`config.mk`:
```
export PLATFORM = sky130hd
export DESIGN_NAME = sine_sweep_ctrl
export DESIGN_NICKNAME = d
export VERILOG_FILES = /design/src/rtl/sine_pkg.sv /design/src/rtl/sweep_dwell_timer.sv /design/src/rtl/sine_sweep_ctrl.sv
export SDC_FILE = /design/constraint.sdc
export NUM_CORES = 1
export LEC_CHECK = 0
export ABC_AREA = 1
export BUFFER_PORTS_ARGS = -buffer_cell sky130_fd_sc_hd__buf_2
export CORE_ASPECT_RATIO = 0.5
export CORE_MARGIN = 5
export CORE_UTILIZATION = 35
export CTS_CLUSTER_DIAMETER = 200
export DETAILED_ROUTE_END_ITERATION = 7
export GPL_TIMING_DRIVEN = 0
export SYNTH_ARGS = -nofsm -noshare
export SYNTH_HDL_FRONTEND = slang
export SYNTH_SLANG_ARGS = --single-unit
export TNS_END_PERCENT = 10
```
`constraint.sdc`:
```
create_clock -name clock -period 3.3 [get_ports clock]
set_clock_uncertainty 0.2 [all_clocks]
set_input_delay 0.495 -clock clock [delete_from_list [all_inputs] [get_ports clock]]
set_output_delay 0.495 -clock clock [all_outputs]
set_load 0.02 [all_outputs]
```
`src/rtl/sine_pkg.sv`:
```
`default_nettype none
// ============================================================================
//  Module      : sine_pkg
//  Description : Shared types and constants for the sine sweep sequencer.
//  Revision    : 1.0  initial release
// ============================================================================
package sine_pkg;

    // Sweep sequencer states
    typedef enum logic [1:0] {
        S_IDLE  = 2'd0,
        S_ARM   = 2'd1,
        S_DWELL = 2'd2,
        S_DONE  = 2'd3
    } sweep_state_t;

    localparam int DEF_PHASE_SIZE  = 8;
    localparam int PHASE_W         = DEF_PHASE_SIZE + 1;
    localparam int PHASE_CLAMP_MAX = 180;
    localparam int PHASE_CLAMP_MIN = -180;
    localparam int DEF_MAX_STEP    = 64;

endpackage : sine_pkg
`default_nettype wire

```
`src/rtl/sweep_dwell_timer.sv`:
```
`default_nettype none
// ============================================================================
//  Module      : sweep_dwell_timer
//  Description : Loadable down-counter that stops at zero; zero flag is a
//                plain decode of the count register.
//  Revision    : 1.0  initial release
// ============================================================================
module sweep_dwell_timer #(
    parameter int WIDTH = 16
) (
    input  logic             clock,
    input  logic             reset,
    input  logic             load,
    input  logic             en,
    input  logic [WIDTH-1:0] load_value,
    output logic             zero
);

    logic [WIDTH-1:0] r_count;

    // Count register: load has priority, otherwise decrement until zero
    always_ff @(posedge clock) begin
        if (!reset) begin
            r_count <= '0;
        end else if (load) begin
            r_count <= load_value;
        end else if (en && !zero) begin
            r_count <= r_count - 1'b1;
        end
    end

    assign zero = (r_count == '0);

endmodule : sweep_dwell_timer
`default_nettype wire

```
`src/rtl/sine_sweep_ctrl.sv`:
```
`default_nettype none
// ============================================================================
//  Module      : sine_sweep_ctrl
//  Description : Stepped frequency sweep sequencer for one sine_wave
//                generator. Latches a validated configuration on start,
//                re-arms the generator, then ramps phaseStep with a
//                programmable dwell per step.
//                Optional build macro SINE_SWEEP_BIDIR_EN adds a descending
//                leg back to the start step after reaching the end step.
//  Revision    : 1.0  initial release
// ============================================================================
module sine_sweep_ctrl
    import sine_pkg::*;
#(
    parameter int PHASE_SIZE = PHASE_W - 1,
    parameter int MAX_STEP   = DEF_MAX_STEP,
    parameter int DWELL_W    = 16
) (
    input  logic                         clock,
    input  logic                         reset,
    input  logic                         start,
    input  logic                         abort,
    input  logic signed [PHASE_SIZE:0]   cfg_phase,
    input  logic signed [PHASE_SIZE:0]   cfg_step_start,
    input  logic signed [PHASE_SIZE:0]   cfg_step_end,
    input  logic signed [PHASE_SIZE:0]   cfg_step_inc,
    input  logic        [DWELL_W-1:0]    cfg_dwell,
    output logic signed [PHASE_SIZE:0]   phase,
    output logic signed [PHASE_SIZE:0]   phaseStep,
    output logic                         gen_reset,
    output logic                         busy,
    output logic                         done,
    output logic                         err
);

    localparam int PW = PHASE_SIZE + 1;
    localparam int SW = PHASE_SIZE + 2;

    localparam logic signed [PHASE_SIZE:0] C_ONE      = PW'(1);
    localparam logic signed [PHASE_SIZE:0] C_MAX_STEP = PW'(MAX_STEP);
    localparam logic signed [PHASE_SIZE:0] C_PH_MAX   = PW'(PHASE_CLAMP_MAX);
    localparam logic signed [PHASE_SIZE:0] C_PH_MIN   = PW'(PHASE_CLAMP_MIN);

    sweep_state_t                 r_state;
    sweep_state_t                 w_state_nxt;

    logic signed [PHASE_SIZE:0]   r_step_end;
    logic signed [PHASE_SIZE:0]   r_step_inc;
    logic        [DWELL_W-1:0]    r_dwell_m1;

    logic                         w_cfg_valid;
    logic signed [PHASE_SIZE:0]   w_phase_clamped;
    logic                         w_latch;
    logic                         w_reject;
    logic                         w_advance;
    logic                         w_last;
    logic signed [PHASE_SIZE:0]   w_step_next;
    logic signed [SW-1:0]         w_sum;
    logic signed [PHASE_SIZE:0]   w_step_up;

    logic                         w_tmr_zero;
    logic                         w_tmr_load;
    logic                         w_tmr_en;

    // ------------------------------------------------------------------
    // Configuration checks and request qualification
    // ------------------------------------------------------------------
    assign w_cfg_valid = (cfg_step_start >= C_ONE)
                      && (cfg_step_start <= cfg_step_end)
                      && (cfg_step_end   <= C_MAX_STEP)
                      && (cfg_step_inc   >= C_ONE)
                      && (cfg_dwell      != '0);

    // abort has priority over start even in IDLE
    assign w_latch  = (r_state == S_IDLE) && start && !abort &&  w_cfg_valid;
    assign w_reject = (r_state == S_IDLE) && start && !abort && !w_cfg_valid;

    // Dwell expired on a step that is not the final one
    assign w_advance = (r_state == S_DWELL) && !abort && w_tmr_zero && !w_last;

    // Clamp requested start phase to +/-180 degrees
    always_comb begin
        w_phase_clamped = cfg_phase;
        if (cfg_phase > C_PH_MAX) begin
            w_phase_clamped = C_PH_MAX;
        end else if (cfg_phase < C_PH_MIN) begin
            w_phase_clamped = C_PH_MIN;
        end
    end

    // Upward step, one bit wider so step+inc cannot wrap, saturated at end
    assign w_sum = $signed({phaseStep[PHASE_SIZE], phaseStep})
                 + $signed({r_step_inc[PHASE_SIZE], r_step_inc});

    always_comb begin
        w_step_up = w_sum[PHASE_SIZE:0];
        if (w_sum >= $signed({r_step_end[PHASE_SIZE], r_step_end})) begin
            w_step_up = r_step_end;
        end
    end

`ifdef SINE_SWEEP_BIDIR_EN
    logic                         r_dir;
    logic signed [PHASE_SIZE:0]   r_step_start;
    logic signed [SW-1:0]         w_diff;
    logic signed [PHASE_SIZE:0]   w_step_down;
    logic                         w_going_down;

    // Reaching the end step turns the sweep around immediately, so the end
    // value is held for a single dwell
    assign w_going_down = r_dir || (phaseStep == r_step_end);

    assign w_diff = $signed({phaseStep[PHASE_SIZE], phaseStep})
                  - $signed({r_step_inc[PHASE_SIZE], r_step_inc});

    // Downward step floored at the start step, and end-of-sweep detection
    always_comb begin
        w_step_down = w_diff[PHASE_SIZE:0];
        if (w_diff <= $signed({r_step_start[PHASE_SIZE], r_step_start})) begin
            w_step_down = r_step_start;
        end
        w_step_next = w_going_down ? w_step_down : w_step_up;
        if (r_dir) begin
            w_last = (phaseStep == r_step_start);
        end else begin
            w_last = (phaseStep == r_step_end) && (r_step_end == r_step_start);
        end
    end

    // Direction flag and floor value for the descending leg
    always_ff @(posedge clock) begin
        if (!reset) begin
            r_dir        <= 1'b0;
            r_step_start <= '0;
        end else if (w_latch) begin
            r_dir        <= 1'b0;
            r_step_start <= cfg_step_start;
        end else if (w_advance) begin
            r_dir        <= w_going_down;
        end
    end
`else
    // Up-sweep only: finished once the end step has been dwelt on
    always_comb begin
        w_step_next = w_step_up;
        w_last      = (phaseStep == r_step_end);
    end
`endif

    // ------------------------------------------------------------------
    // Dwell timer
    // ------------------------------------------------------------------
    assign w_tmr_load = (r_state == S_ARM) || w_advance;
    assign w_tmr_en   = (r_state == S_DWELL);

    sweep_dwell_timer #(
        .WIDTH      (DWELL_W)
    ) u_dwell_timer (
        .clock      (clock),
        .reset      (reset),
        .load       (w_tmr_load),
        .en         (w_tmr_en),
        .load_value (r_dwell_m1),
        .zero       (w_tmr_zero)
    );

    // ------------------------------------------------------------------
    // FSM
    // ------------------------------------------------------------------
    // State register
    always_ff @(posedge clock) begin
        if (!reset) begin
            r_state <= S_IDLE;
        end else begin
            r_state <= w_state_nxt;
        end
    end

    // Next-state logic
    always_comb begin
        w_state_nxt = r_state;
        case (r_state)
            S_IDLE: begin
                if (w_latch) begin
                    w_state_nxt = S_ARM;
                end
            end
            S_ARM: begin
                w_state_nxt = abort ? S_IDLE : S_DWELL;
            end
            S_DWELL: begin
                if (abort) begin
                    w_state_nxt = S_IDLE;
                end else if (w_tmr_zero && w_last) begin
                    w_state_nxt = S_DONE;
                end
            end
            S_DONE: begin
                w_state_nxt = S_IDLE;
            end
            default: begin
                w_state_nxt = S_IDLE;
            end
        endcase
    end

    // State-decoded outputs, taken straight from the state register
    always_comb begin
        gen_reset = (r_state == S_ARM);
        busy      = (r_state == S_ARM) || (r_state == S_DWELL);
        done      = (r_state == S_DONE);
    end

    // ------------------------------------------------------------------
    // Datapath registers: latched config, generator drive, reject pulse
    // ------------------------------------------------------------------
    // Config latch on accepted start; step update when a dwell expires
    always_ff @(posedge clock) begin
        if (!reset) begin
            phase      <= '0;
            phaseStep  <= '0;
            r_step_end <= '0;
            r_step_inc <= '0;
            r_dwell_m1 <= '0;
            err        <= 1'b0;
        end else begin
            err <= w_reject;
            if (w_latch) begin
                phase      <= w_phase_clamped;
                phaseStep  <= cfg_step_start;
                r_step_end <= cfg_step_end;
                r_step_inc <= cfg_step_inc;
                r_dwell_m1 <= cfg_dwell - 1'b1;
            end else if (w_advance) begin
                phaseStep  <= w_step_next;
            end
        end
    end

endmodule : sine_sweep_ctrl
`default_nettype wire

```
==> results of run 1 <==
-- synth_stat cells (2+ instances only) --
| library cell | number |
|---|---|
| nand2_1 | 179 |
| inv_1 | 88 |
| a21oi_1 | 79 |
| nor2_1 | 76 |
| dfxtp_1 | 71 |
| nand3_1 | 55 |
| ha_1 | 37 |
| o21ai_0 | 29 |
| nand4_1 | 19 |
| xor2_1 | 17 |
| xnor2_1 | 12 |
| nor2_2 | 10 |
| inv_2 | 8 |
| buf_2 | 6 |
| clkbuf_1 | 6 |
| nor3_1 | 6 |
| o21ai_1 | 5 |
| buf_4 | 4 |
| buf_6 | 4 |
| nand3_2 | 4 |
| nor3_2 | 4 |
| nand4_2 | 3 |
| o31ai_1 | 3 |
| a211oi_1 | 2 |
| nand2_2 | 2 |
| or2_1 | 2 |
-- metal layers --
| metal | global-route usage | up-vias |
|---|---|---|
| li1 | - | 2609 |
| met1 | 0.219 | 2338 |
| met2 | 0.314 | 95 |
| met3 | 0.0294 | 37 |
| met4 | 0.0707 | 0 |
| met5 | 0 | - |
-- cells in the final DEF (no fill, tap or decap), drive strengths merged --
master,count
nand3,59
a31o,1
clkinvlp,1
bufinv,1
buf,102
or2,2
clkinv,1
o21ai,34
nor2,87
o211ai,1
ha,37
a211oi,2
nand4,23
inv,96
dfxtp,71
o31ai,3
a31oi,1
a21oi,80
o21a,1
xor2,17
clkbuf,20
nor3,10
nand2,182
xnor2,12
fa,1
-- registers in the layout, indices dropped and copies added (netlist names) --
signal	flops
r_dwell_m1	16
u_dwell_timer.r_count	16
phaseStep	9
phase	9
r_step_end	9
r_step_inc	9
r_state	2
err	1
-- kinds of logic (layout without fill, tap and decap cells) --
| family | after synthesis | in the layout | synth area share |
|---|---|---|---|
| compound gates | 123 | 123 | 0.130 |
| xor+xnor | 29 | 29 | 0.0516 |
| fa+ha+maj | 38 | 38 | 0.0980 |
| buf+inv | 118 | 221 | 0.101 |
| flops | 71 | 71 | 0.289 |
| simple gates | 363 | 363 | 0.331 |
-- worst max-delay path, delay by kind of cell, from the launching register on --
family                   cells  cell delay [ns]
buffers and inverters        2             0.19
flip-flops                   1             0.37
AND/OR/NAND/NOR             13             1.12
adder cells (fa/ha/maj)      3             0.86
AO/OA/AOI/OAI                2             0.22
XOR/XNOR                     1             0.18
-- final cells by class --
type,count,area share
multi-input cells,553,0.520
repair buffers,87,0.0765
well taps,192,0.0390
clock inverters,2,0.00609
clock buffers,14,0.0444
inverters,97,0.0590
flip-flops and latches,71,0.233
plain buffers,21,0.0213
-- power by group through the flow --
stage / registers [uW] / clock network, uW / logic, uW
after CTS: 885 / 1030 / 392
after detailed placement: 903 / 0 / 382
after global routing: 884 / 1060 / 475
final: 883 / 1010 / 425
after global placement: 903 / 0 / 376
after floorplan: 904 / 0 / 257
-- through the flow --
step                TNS, ns  utilization  cell area (um^2)
floorplan                 0            -              4930
global placement      -1.33        0.406              5550
detailed placement    -1.37        0.406              5550
CTS                       0        0.433              5920
global route         -0.640        0.451              6170
finish                    0        0.451              6170
-- worst paths after layout --
| check | start | to | cells after the start |
|---|---|---|---|
| worst min register to register | r_step_inc[8]$_SDFFE_PN0P_ | r_step_inc[8]$_SDFFE_PN0P_ | 2 |
| worst min-delay path | cfg_dwell[0] | r_dwell_m1[0]$_SDFFE_PN0P_ | 2 |
| worst max-delay path | phaseStep[0]$_SDFFE_PN0P_ | phaseStep[0]$_SDFFE_PN0P_ | 21 |
| worst max register to register | phaseStep[0]$_SDFFE_PN0P_ | phaseStep[0]$_SDFFE_PN0P_ | 21 |
-- what timing repair did --
action | CTS | global route
gates resized for setup | 11 | 47
pin swaps | 1 | 22
gates cloned | 0 | 1
endpoints found under the setup margin | 9 | 9
setup buffers | 1 | 8
==> results.md, run 1 <==
- #FFs+latches synth: 71
- MaxCap Viol Count: 0
- Minimum clock period: around 3.2 ns
- DR WL/cell: about 14 um
- Total GRT Usage: 0.179
- Cell Rows: 30
- Area of the mapped netlist: just under 0.005 mm^2
- Slowest-stage cell, CP: fa_2
- Post-route ant nets: 0
- RSZ-0062 raised after global routing: true
- Endpoint type of the worst setup path: register
- Drt drc: 0
- Period utilization: 0.975
- Number of fill cells: 1434
- Status: completed
- # H-tree levels: 3
- Yosys top cell area share: 0.289
- PnR worst setup slack: about 0.083 ns
- Clock group share of total power: 0.436
- Sequential share of the synthesized area: 0.289
- GRT overflow: 0
- Die ar.: 0.0167 mm^2
- Syn-to-layout area delta: 25.2%
- Die X: around 180 um
- DRT iter0 DRCs: 306
- WHS: about 0.19 ns
- Worst-path cell chain: ha_4 -> fa_2 -> nand3_2 -> nand2_2 -> a21oi_2 -> o21ai_1 -> xor2_1 -> ha_1 -> nand2_2 -> nor2_4 -> nand3_4 -> nand3_2 -> nand2_2 -> nand3_4 -> buf_6 -> nand2_1 -> nand2_1 -> nand3_1 -> nand3_1 -> nand2_1 -> inv_1
- Vias per std cell: 4.90
- Yosys cell types: 37
- Post-synth top area cell: dfxtp_1
- CTS Buf Count: 9
- Ys async rst share: 0
- M1 WL: 6760 um
- Final Wtd Congestion: around 0.95
- Multi-input gate area: 0.00321 mm^2
- Gate power share: 0.183
- Power per standard cell area: between 300 and 400 mW/mm^2
- Hpwl dp: 11400 um
- Clock Path Buffers: 2
- Final Hold Fails: 0
- Ports: 78
- Clock Latency Late Sink: ~0.34 ns
- CORE AREA: about 0.014 mm^2
- CP startpoint kind: register
- Sink Count: 71
- Critical path's largest stage delay: 0.38 ns
- Post-synth EDFFs: 0
- Switching Power: 643 uW
- Crit Path Class: register to register
- N_diodes: 0
- Ys flop type: dfxtp_1
- CP max FO: 5
- Met3 WL: 491 um
- Initial antenna violation count: 0
- Met2 wire length: 7260 um
- Post-synth net total: approximately 840
- Initial Util: 0.361
- Syn Inst Count: 742
- Clk root buf: clkbuf_16
- Vias: 5079
- Tightest Pin Transition: 0.725 ns
- Worst-path clk slew: 0.05 ns
- Total wire length: around 15000 um
- Reg2reg setup slack: 0.08 ns
- P_int: 1680 uW
- Switching part of the total: 0.277
- CTS tree: built
- Yosys warns: 0
- Pre-Repair DR Iteration Count: 4
- Global-route wire length before repair: 23700 um
- Mean Syn Cell Area: 6.64 um^2
- Sequential Power Share: 0.381
- Post-Layout Cell Count: 1037
- Nets: 934
- Final setup viols: 0
- Worst EP arrival: 3.29 ns
- VDD IR max: 0.197 mV
- Critical path required time: 3.38 ns
- Share of layout cells above drive strength 1: 0.226
- Pwr Total: 2320 uW
- Largest net degree at the start of global routing: 12
- Hold buffers post-CTS: 0
- FF/Latch Area: approximately 0.0014 mm^2
- I/O Buffers: 77
- Ranking of synthesized cells by area: dfxtp_1 29%, nand2_1 14%, ha_1 9.4%
- F_max: slightly above 0.3 GHz
- Max Slew Vio Count: 0
- Pre-CTS setup slack: -0.193 ns
- Max_slew headroom: 0.517
- Die height: 93.9 um
- Worst min path class: primary input to register
- Highest metal layer with signal wires: met4
- Leak Pwr: 0.00300 uW
- Vias in the first global route: 4991
- Placed insts: between 1000 and 1500
Note: power is estimated with default switching activity, not from simulation.
==> run 2: changes to the inputs <==
--- a/config.mk
+++ b/config.mk
@@ -7,12 +7,15 @@
 export LEC_CHECK = 0
 export ABC_AREA = 1
 export BUFFER_PORTS_ARGS = -buffer_cell sky130_fd_sc_hd__buf_2
+export CELL_PAD_IN_SITES_DETAIL_PLACEMENT = 0
+export CELL_PAD_IN_SITES_GLOBAL_PLACEMENT = 1
 export CORE_ASPECT_RATIO = 0.5
 export CORE_MARGIN = 5
-export CORE_UTILIZATION = 35
+export CORE_UTILIZATION = 37
 export CTS_CLUSTER_DIAMETER = 200
 export DETAILED_ROUTE_END_ITERATION = 7
 export GPL_TIMING_DRIVEN = 0
+export PLACE_DENSITY_LB_ADDON = 0.1
 export SYNTH_ARGS = -nofsm -noshare
 export SYNTH_HDL_FRONTEND = slang
 export SYNTH_SLANG_ARGS = --single-unit
==> run 2 against run 1 <==
Flip-flop and latch count stayed put. Maximum frequency is 1.5% higher. Final cell count is 2.0% lower. Register-to-register slack better by 0.05 ns. Final area is 0.37% lower. Clock-buffer cell count is 5 lower. Non-clock buffer count is 1 higher. Sequential power hardly changed. Combinational power hardly changed. Critical path type unchanged. Critical endpoint is now phaseStep[3]$_SDFFE_PN0P_.
==> results.md, run 2 (synthesized netlist as in run 1, its figures left out) <==
- Met3 GRT Util: 0.0357 (+0.00633)
- Die X: 173 um (-2.6%)
- Minimum clock period: 3.17 ns (-0.0466 ns)
- Largest registers in the final layout: r_dwell_m1 (16), u_dwell_timer.r_count (16)
- CP startpoint kind: register
- Post-Layout Cell Count: 1016 (-2.0%)
- Die height: 91.6 um (-2.4%)
- # H-tree levels: 3 (unchanged)
- Final Wtd Congestion: 0.856 (-9.9%)
- Tightest Pin Transition: 0.639 ns (-0.0859 ns)
- Syn-to-layout area delta: 24.7%
- Total GRT Usage: 0.191 (+0.0119)
- Vias per std cell: 4.89 (-0.16%)
- P_int: 1690 uW (+0.49%)
- Leak Pwr: 0.00301 uW (about the same)
- Hold buffers post-CTS: 0 (unchanged)
- I/O Buffers: 77 (unchanged)
- VDD IR max: 0.246 mV (+25%)
- Vias: 4968 (-2.2%)
- Pwr Total: 2370 uW (+2.1%)
- Slowest-stage cell, CP: fa_2
- Share of layout cells above drive strength 1: 0.229 (+0.00328)
- Worst-path clk slew: 0.06 ns (about the same)
- Ports: 78 (unchanged)
- N_diodes: 0 (unchanged)
- Met2 Use GR: 0.319 (+0.00496)
- Placed insts: 989 (-2.2%)
- Final instance area: 0.00614 mm^2 (-0.37%)
- Critical path required time: 3.34 ns (-0.04 ns)
- F_max: 0.315 GHz (+1.5%)
- Worst min path class: primary input to register
- Worst EP arrival: 3.21 ns (-0.08 ns)
- CTS tree: built
- GR peak layer: met2
- Pre-Repair DR Iteration Count: 5 (+1)
- GRT overflow: 0 (unchanged)
- Initial Util: 0.383 (+0.0230)
- Global-route wire length before repair: 24300 um (+2.5%)
- Clock Latency Late Sink: 0.34 ns (about the same)
- DRT iter0 DRCs: 237 (-23%)
- Crit Path Class: register to register
- Final Hold Fails: 0 (unchanged)
- Pre-CTS setup slack: -0.331 ns (-0.138 ns)
- Post-route ant nets: 0 (unchanged)
- Final setup viols: 0 (unchanged)
- Worst-path cell chain: ha_4 -> fa_2 -> nand3_2 -> nand2_2 -> a21oi_2 -> o21ai_1 -> xor2_1 -> ha_1 -> nand2_2 -> nor2_4 -> nand4_1 -> buf_4 -> nand4_1 -> nand2_1 -> nand3_1 -> nand3_1 -> nand2_1 -> inv_1
- RSZ-0062 raised after global routing: true
- Status: completed
- Max_slew headroom: 0.574 (+0.0573)
- Die ar.: 0.0159 mm^2 (-5.0%)
- CTS Buf Count: 9 (unchanged)
- Drt drc: 0 (unchanged)
- Largest net degree at the start of global routing: 14 (+2)
- Most frequent cells in the layout: 171 x nand2_1, 87 x inv_1, 83 x buf_2
- Post-DP Area: 0.00552 mm^2 (-0.50%)
- Power per standard cell area: 386 mW/mm^2 (+2.5%)
- Vias in the first global route: 4876 (-2.3%)
- Hpwl dp: 12100 um (+6.0%)
- Gate power share: 0.180 (-0.003)
- PnR worst setup slack: 0.129 ns (+0.0466 ns)
- DR WL/cell: 15.0 um (+4.3%)
- Commonest non-fill, non-tap cell in the layout: nand2_1
- Initial antenna violation count: 0 (unchanged)
- Max Slew Vio Count: 0 (unchanged)
- WHS: 0.175 ns (-0.0150 ns)
- Total wire length: 15200 um (+2.2%)
- Sink Count: 71 (unchanged)
- Clock Path Buffers: 2 (unchanged)
- Cell Rows: 29 (-3.3%)
- Critical path's largest stage delay: 0.40 ns (+0.02 ns)
- Switching part of the total: 0.289 (+0.0116)
- Sequential Power Share: 0.372 (-0.009)
- MaxCap Viol Count: 0 (unchanged)
- Clock group share of total power: 0.448 (+0.012)
- Clk root buf: clkbuf_16
- Nets: 935 (+0.11%)
- CORE AREA: 0.0128 mm^2 (-6.0%)
- Switching Power: 684 uW (+6.4%)
- CP max FO: 5 (unchanged)
- Period utilization: 0.961 (-0.0141)
- Grt met1 use: 0.252 (+0.0331)
- Endpoint type of the worst setup path: register
==> run 2: changes by cell type in the layout (fill, tap and decap cells not counted), sizes merged <==
cell,delta
clkinvlp,+2
clkinv,+1
inv,+1
bufinv,+1
buf,+1
clkbuf,-5
==> run 2: what timing repair did <==
action                                 CTS  global route
endpoints found under the hold margin    0             0
gates resized for setup                  6            53
pin swaps                                5            22
cloned                                   0             1
setup endpoints to repair                9             9
buffers inserted                         4             6
==> run 2: per-layer routing <==
| layer | wire [um] | vias up |
|---|---|---|
| met5 | 0 | - |
| met3 | 551 | 6 |
| met4 | 61 | 0 |
| met2 | 7140 | 59 |
| li1 | - | 2615 |
| met1 | 7470 | 2288 |
==> run 2: path summary, 6_finish.rpt <==
kind                                   start                    endpoint  slack, ns  cells after the start
hold reg to reg   r_step_inc[8]$_SDFFE_PN0P_  r_step_inc[8]$_SDFFE_PN0P_       0.25                      2
hold / removal                  cfg_dwell[0]  r_dwell_m1[0]$_SDFFE_PN0P_       0.18                      2
setup reg to reg   phaseStep[0]$_SDFFE_PN0P_   phaseStep[3]$_SDFFE_PN0P_       0.13                     18
setup / recovery   phaseStep[0]$_SDFFE_PN0P_   phaseStep[3]$_SDFFE_PN0P_       0.13                     18
==> run 2: worst max-delay path, delay by kind of cell, from the launching register on <==
| family | cells | cell delay [ns] |
|---|---|---|
| simple gates | 10 | 0.96 |
| fa+ha+maj | 3 | 0.86 |
| buf+inv | 2 | 0.28 |
| compound gates | 2 | 0.21 |
| flops | 1 | 0.36 |
| xor+xnor | 1 | 0.18 |
==> run 2: final cells by class <==
class                           instances  area (um^2)
Buffer                                 21          131
Clock inverter                          7         96.3
Clock buffer                            9          225
Multi-Input combinational cell        553         3200
Sequential cell                        71         1450
Fill cell                            1403         6700
Inverter                               97          364
Timing Repair Buffer                   88          468
Tap cell                              170          213
==> run 2: power by group through the flow <==
| stage | combinational, uW | clock [uW] | sequential [uW] |
|---|---|---|---|
| 2_1_floorplan | 257 | 0 | 904 |
| 3_3_place_gp | 387 | 0 | 904 |
| 3_5_place_dp | 390 | 0 | 904 |
| 4_1_cts | 404 | 1090 | 885 |
| 5_1_grt | 474 | 1130 | 884 |
| 6_report | 427 | 1060 | 882 |
==> run 2: stage by stage <==
stage          setup TNS (ns)  utilization
6_report                    0        0.478
5_1_grt                -0.256        0.478
4_1_cts                     0        0.460
3_5_place_dp            -2.63        0.430
3_3_place_gp            -2.23        0.430
2_1_floorplan               0            -
==> run 3: changes to the inputs <==
--- a/config.mk
+++ b/config.mk
@@ -11,12 +11,13 @@
 export CELL_PAD_IN_SITES_GLOBAL_PLACEMENT = 1
 export CORE_ASPECT_RATIO = 0.5
 export CORE_MARGIN = 5
-export CORE_UTILIZATION = 37
+export CORE_UTILIZATION = 36
 export CTS_CLUSTER_DIAMETER = 200
 export DETAILED_ROUTE_END_ITERATION = 7
 export GPL_TIMING_DRIVEN = 0
 export PLACE_DENSITY_LB_ADDON = 0.1
 export SYNTH_ARGS = -nofsm -noshare
 export SYNTH_HDL_FRONTEND = slang
+export SYNTH_HIERARCHICAL = 1
 export SYNTH_SLANG_ARGS = --single-unit
 export TNS_END_PERCENT = 10
==> run 3 against run 2 <==
First-iteration DRC count increased by 7.2%. Core utilization decreased by 2.0 points. Worst setup slack improved by 0.0011 ns. Global-route usage decreased by 0.20 points. Combinational power increased to 3.3 times the previous value. Die area increased by 6.2%. Largest cell class unchanged.
==> results.md, run 3 <==
- Placed insts: 1077 (+8.9%)
- Power per standard cell area: 554 mW/mm^2 (+44%)
- Ys async rst share: 0 (unchanged)
- Pwr Total: 3490 uW (+47%)
- Delay-heaviest family, CP: simple AND/OR/NAND/NOR gates
- Ranking of synthesized cells by area: dfxtp_1 28%, nand2_1 13%, nor2_1 10%
- Initial antenna violation count: 0 (unchanged)
- Multi-input gate area: 0.00337 mm^2 (+5.4%)
- Syn Inst Count: 808 (+8.9%)
- Post-synth EDFFs: 0 (unchanged)
- Commonest non-fill, non-tap cell in the layout: nand2_1
- Yosys top cell area share: 0.278 (-0.0107)
- Largest net degree at the start of global routing: 14 (unchanged)
- Vias per std cell: 4.77 (-2.5%)
- Slowest-stage cell, CP: fa_2
- Post-Layout Cell Count: 1099 (+8.2%)
- Clock Latency Late Sink: 0.35 ns (about the same)
- Post-synth net total: 901 (+7.8%)
- Cell Rows: 30 (+3.4%)
- CP startpoint kind: register
- VDD IR max: 0.256 mV (+4.3%)
- Yosys warns: 6 (+6)
- Global-route wire length before repair: 24700 um (+1.6%)
- CP bufs+invs: 3 (+1)
- Share of layout cells above drive strength 1: 0.189 (-0.0408)
- Ports: 78 (unchanged)
- Crit Path Class: register to register
- Sequential share of the synthesized area: 0.278 (-0.0107)
- DRT iter0 DRCs: 254 (+7.2%)
- Most numerous cell on the critical path: nand2_1
- GRT overflow: 0 (unchanged)
- Ys flop type: dfxtp_1
- Syn-to-layout area delta: 23.1%
- Tightest Pin Transition: 0.583 ns (-0.0561 ns)
- Vias: 5237 (+5.4%)
- Mean Syn Cell Area: 6.33 um^2 (-4.6%)
- #FFs+latches synth: 71 (unchanged)
- Hpwl dp: 12400 um (+2.3%)
- Max_slew headroom: 0.611 (+0.0374)
- Final Hold Fails: 0 (unchanged)
- Clk root buf: clkbuf_16
- Post-route ant nets: 0 (unchanged)
- Sink Count: 71 (unchanged)
- Final Wtd Congestion: 0.869 (+1.5%)
- Final setup viols: 0 (unchanged)
- Number of fill cells: 1511 (+7.7%)
- Largest registers in the final layout: r_dwell_m1 (16), u_dwell_timer/r_count (16)
- Max Slew Vio Count: 0 (unchanged)
- Die X: 179 um (+3.1%)
- Yosys cell types: 31 (-16%)
- MaxCap Viol Count: 0 (unchanged)
- Minimum clock period: 3.17 ns (-0.00106 ns)
- Worst min path class: primary input to register
- CTS tree: built
- Nets: 995 (+6.4%)
- Clock Path Buffers: 2 (unchanged)
- Worst-path cell chain: ha_2 -> fa_2 -> nand2_1 -> nand2_1 -> nand4_1 -> nand2_1 -> nand2_1 -> nand2_1 -> ha_1 -> nand2_2 -> inv_1 -> a21oi_4 -> buf_4 -> nand4_2 -> nand4_1 -> nand2_1 -> nand3_1 -> nand3_1 -> nand2_1 -> inv_1
- CORE AREA: 0.0137 mm^2 (+7.0%)
- Period utilization: 0.961 (about the same)
- I/O Buffers: 77 (unchanged)
- CTS Buf Count: 9 (unchanged)
- Hold buffers post-CTS: 0 (unchanged)
- CP max FO: 5 (unchanged)
- Post-synth top area cell: dfxtp_1
- DR WL/cell: 14.4 um (-4.2%)
- Initial Util: 0.372 (-0.0111)
- Leak Pwr: 0.00318 uW (+5.6%)
- Most frequent cells in the layout: 171 x nand2_1, 139 x nor2_1, 107 x inv_1
- Area of the mapped netlist: 0.00512 mm^2 (+3.9%)
- Drt drc: 0 (unchanged)
- Endpoint type of the worst setup path: register
- Pre-Repair DR Iteration Count: 5 (unchanged)
- Vias in the first global route: 4873 (-0.062%)
- Worst-path clk slew: 0.07 ns (about the same)
- Die height: 94.3 um (+3.0%)
- N_diodes: 0 (unchanged)
- Total wire length: 15800 um (+3.6%)
- Critical path's largest stage delay: 0.38 ns (-0.02 ns)
- Worst EP arrival: 3.20 ns (about the same)
- F_max: 0.315 GHz (about the same)
- Count leader, synth: nand2_1
- Critical path required time: 3.33 ns (about the same)
- Total GRT Usage: 0.188 (-0.00205)
- Die ar.: 0.0168 mm^2 (+6.2%)
- FF/Latch Area: 0.00143 mm^2 (-1.1%)
- Synth top cells by count: 173 x nand2_1, 141 x nor2_1, 107 x inv_1, 71 x dfxtp_1, 63 x nand3_1
- Post-Route Utilization: 0.459 (-0.0198)
- # H-tree levels: 3 (unchanged)
- Status: completed
run 3: logic make-up after synthesis:
| logic type | Yosys count | synth area share |
|---|---|---|
| AND/OR/NAND/NOR | 433 | 0.372 |
| buffers and inverters | 131 | 0.105 |
| AO/OA/AOI/OAI | 111 | 0.111 |
| flip-flops | 71 | 0.278 |
| adder cells (fa/ha/maj) | 37 | 0.0920 |
| XOR/XNOR | 25 | 0.0428 |
run 3: final timing paths:
| path | start | end | slack [ns] | cells past startpoint |
|---|---|---|---|---|
| max | phaseStep[0]$_SDFFE_PN0P_ | phaseStep[5]$_SDFFE_PN0P_ | 0.13 | 20 |
| min | cfg_dwell[0] | r_dwell_m1[0]$_SDFFE_PN0P_ | 0.14 | 2 |
| max reg2reg | phaseStep[0]$_SDFFE_PN0P_ | phaseStep[5]$_SDFFE_PN0P_ | 0.13 | 20 |
| min reg2reg | r_step_inc[8]$_SDFFE_PN0P_ | r_step_inc[8]$_SDFFE_PN0P_ | 0.25 | 2 |
run 3: metrics by stage:
stage | worst slack [ns] | setup TNS, ns | instance area, um^2 | hold slack [ns]
floorplan | 0.263 | 0 | 5120 | 0.222
global placement | -0.204 | -2.03 | 5740 | 0.234
detailed placement | -0.232 | -2.20 | 5740 | 0.239
CTS | 0.0151 | 0 | 6110 | 0.132
global route | -0.00324 | -0.00606 | 6300 | 0.147
finish | 0.130 | 0 | 6300 | 0.140
run 3: worst reg2reg max path, cell delays in order (launching register included):
cell and delay [ns]:
dfxtp_2 0.35, ha_2 0.22, fa_2 0.38, nand2_1 0.09
nand2_1 0.08, nand4_1 0.10, nand2_1 0.06, nand2_1 0.05
nand2_1 0.08, ha_1 0.30, nand2_2 0.09, inv_1 0.07
a21oi_4 0.20, buf_4 0.15, nand4_2 0.19, nand4_1 0.15
nand2_1 0.06, nand3_1 0.07, nand3_1 0.06, nand2_1 0.06
inv_1 0.05
run 3: where the power goes:
group / internal (uW) / switching [uW] / leakage, uW
sequential: 941 / 89.4 / 0.000579
combinational: 506 / 920 / 0.00245
clock: 614 / 419 / 0.000147
run 3: area by class of cell:
class	count	area share
inverters	111	0.0667
clock buffers	11	0.0385
multi-input cells	609	0.535
well taps	192	0.0381
plain buffers	20	0.0191
clock inverters	5	0.0101
flip-flops and latches	71	0.227
repair buffers	80	0.0647
run 3: repair_timing:
item | in CTS | in global routing
setup buffers | 0 | 3
hold endpoints to repair | 0 | 0
pin swaps | 0 | 6
setup endpoints to repair | 24 | 25
resized for setup | 13 | 26
gates cloned | 0 | 3
run 3: layer usage:
| layer | global-route usage | wire (um) |
|---|---|---|
| met1 | 0.249 | 7810 |
| met2 | 0.314 | 7210 |
| met3 | 0.0434 | 658 |
| met4 | 0.0415 | 95 |
| met5 | 0 | 0 |
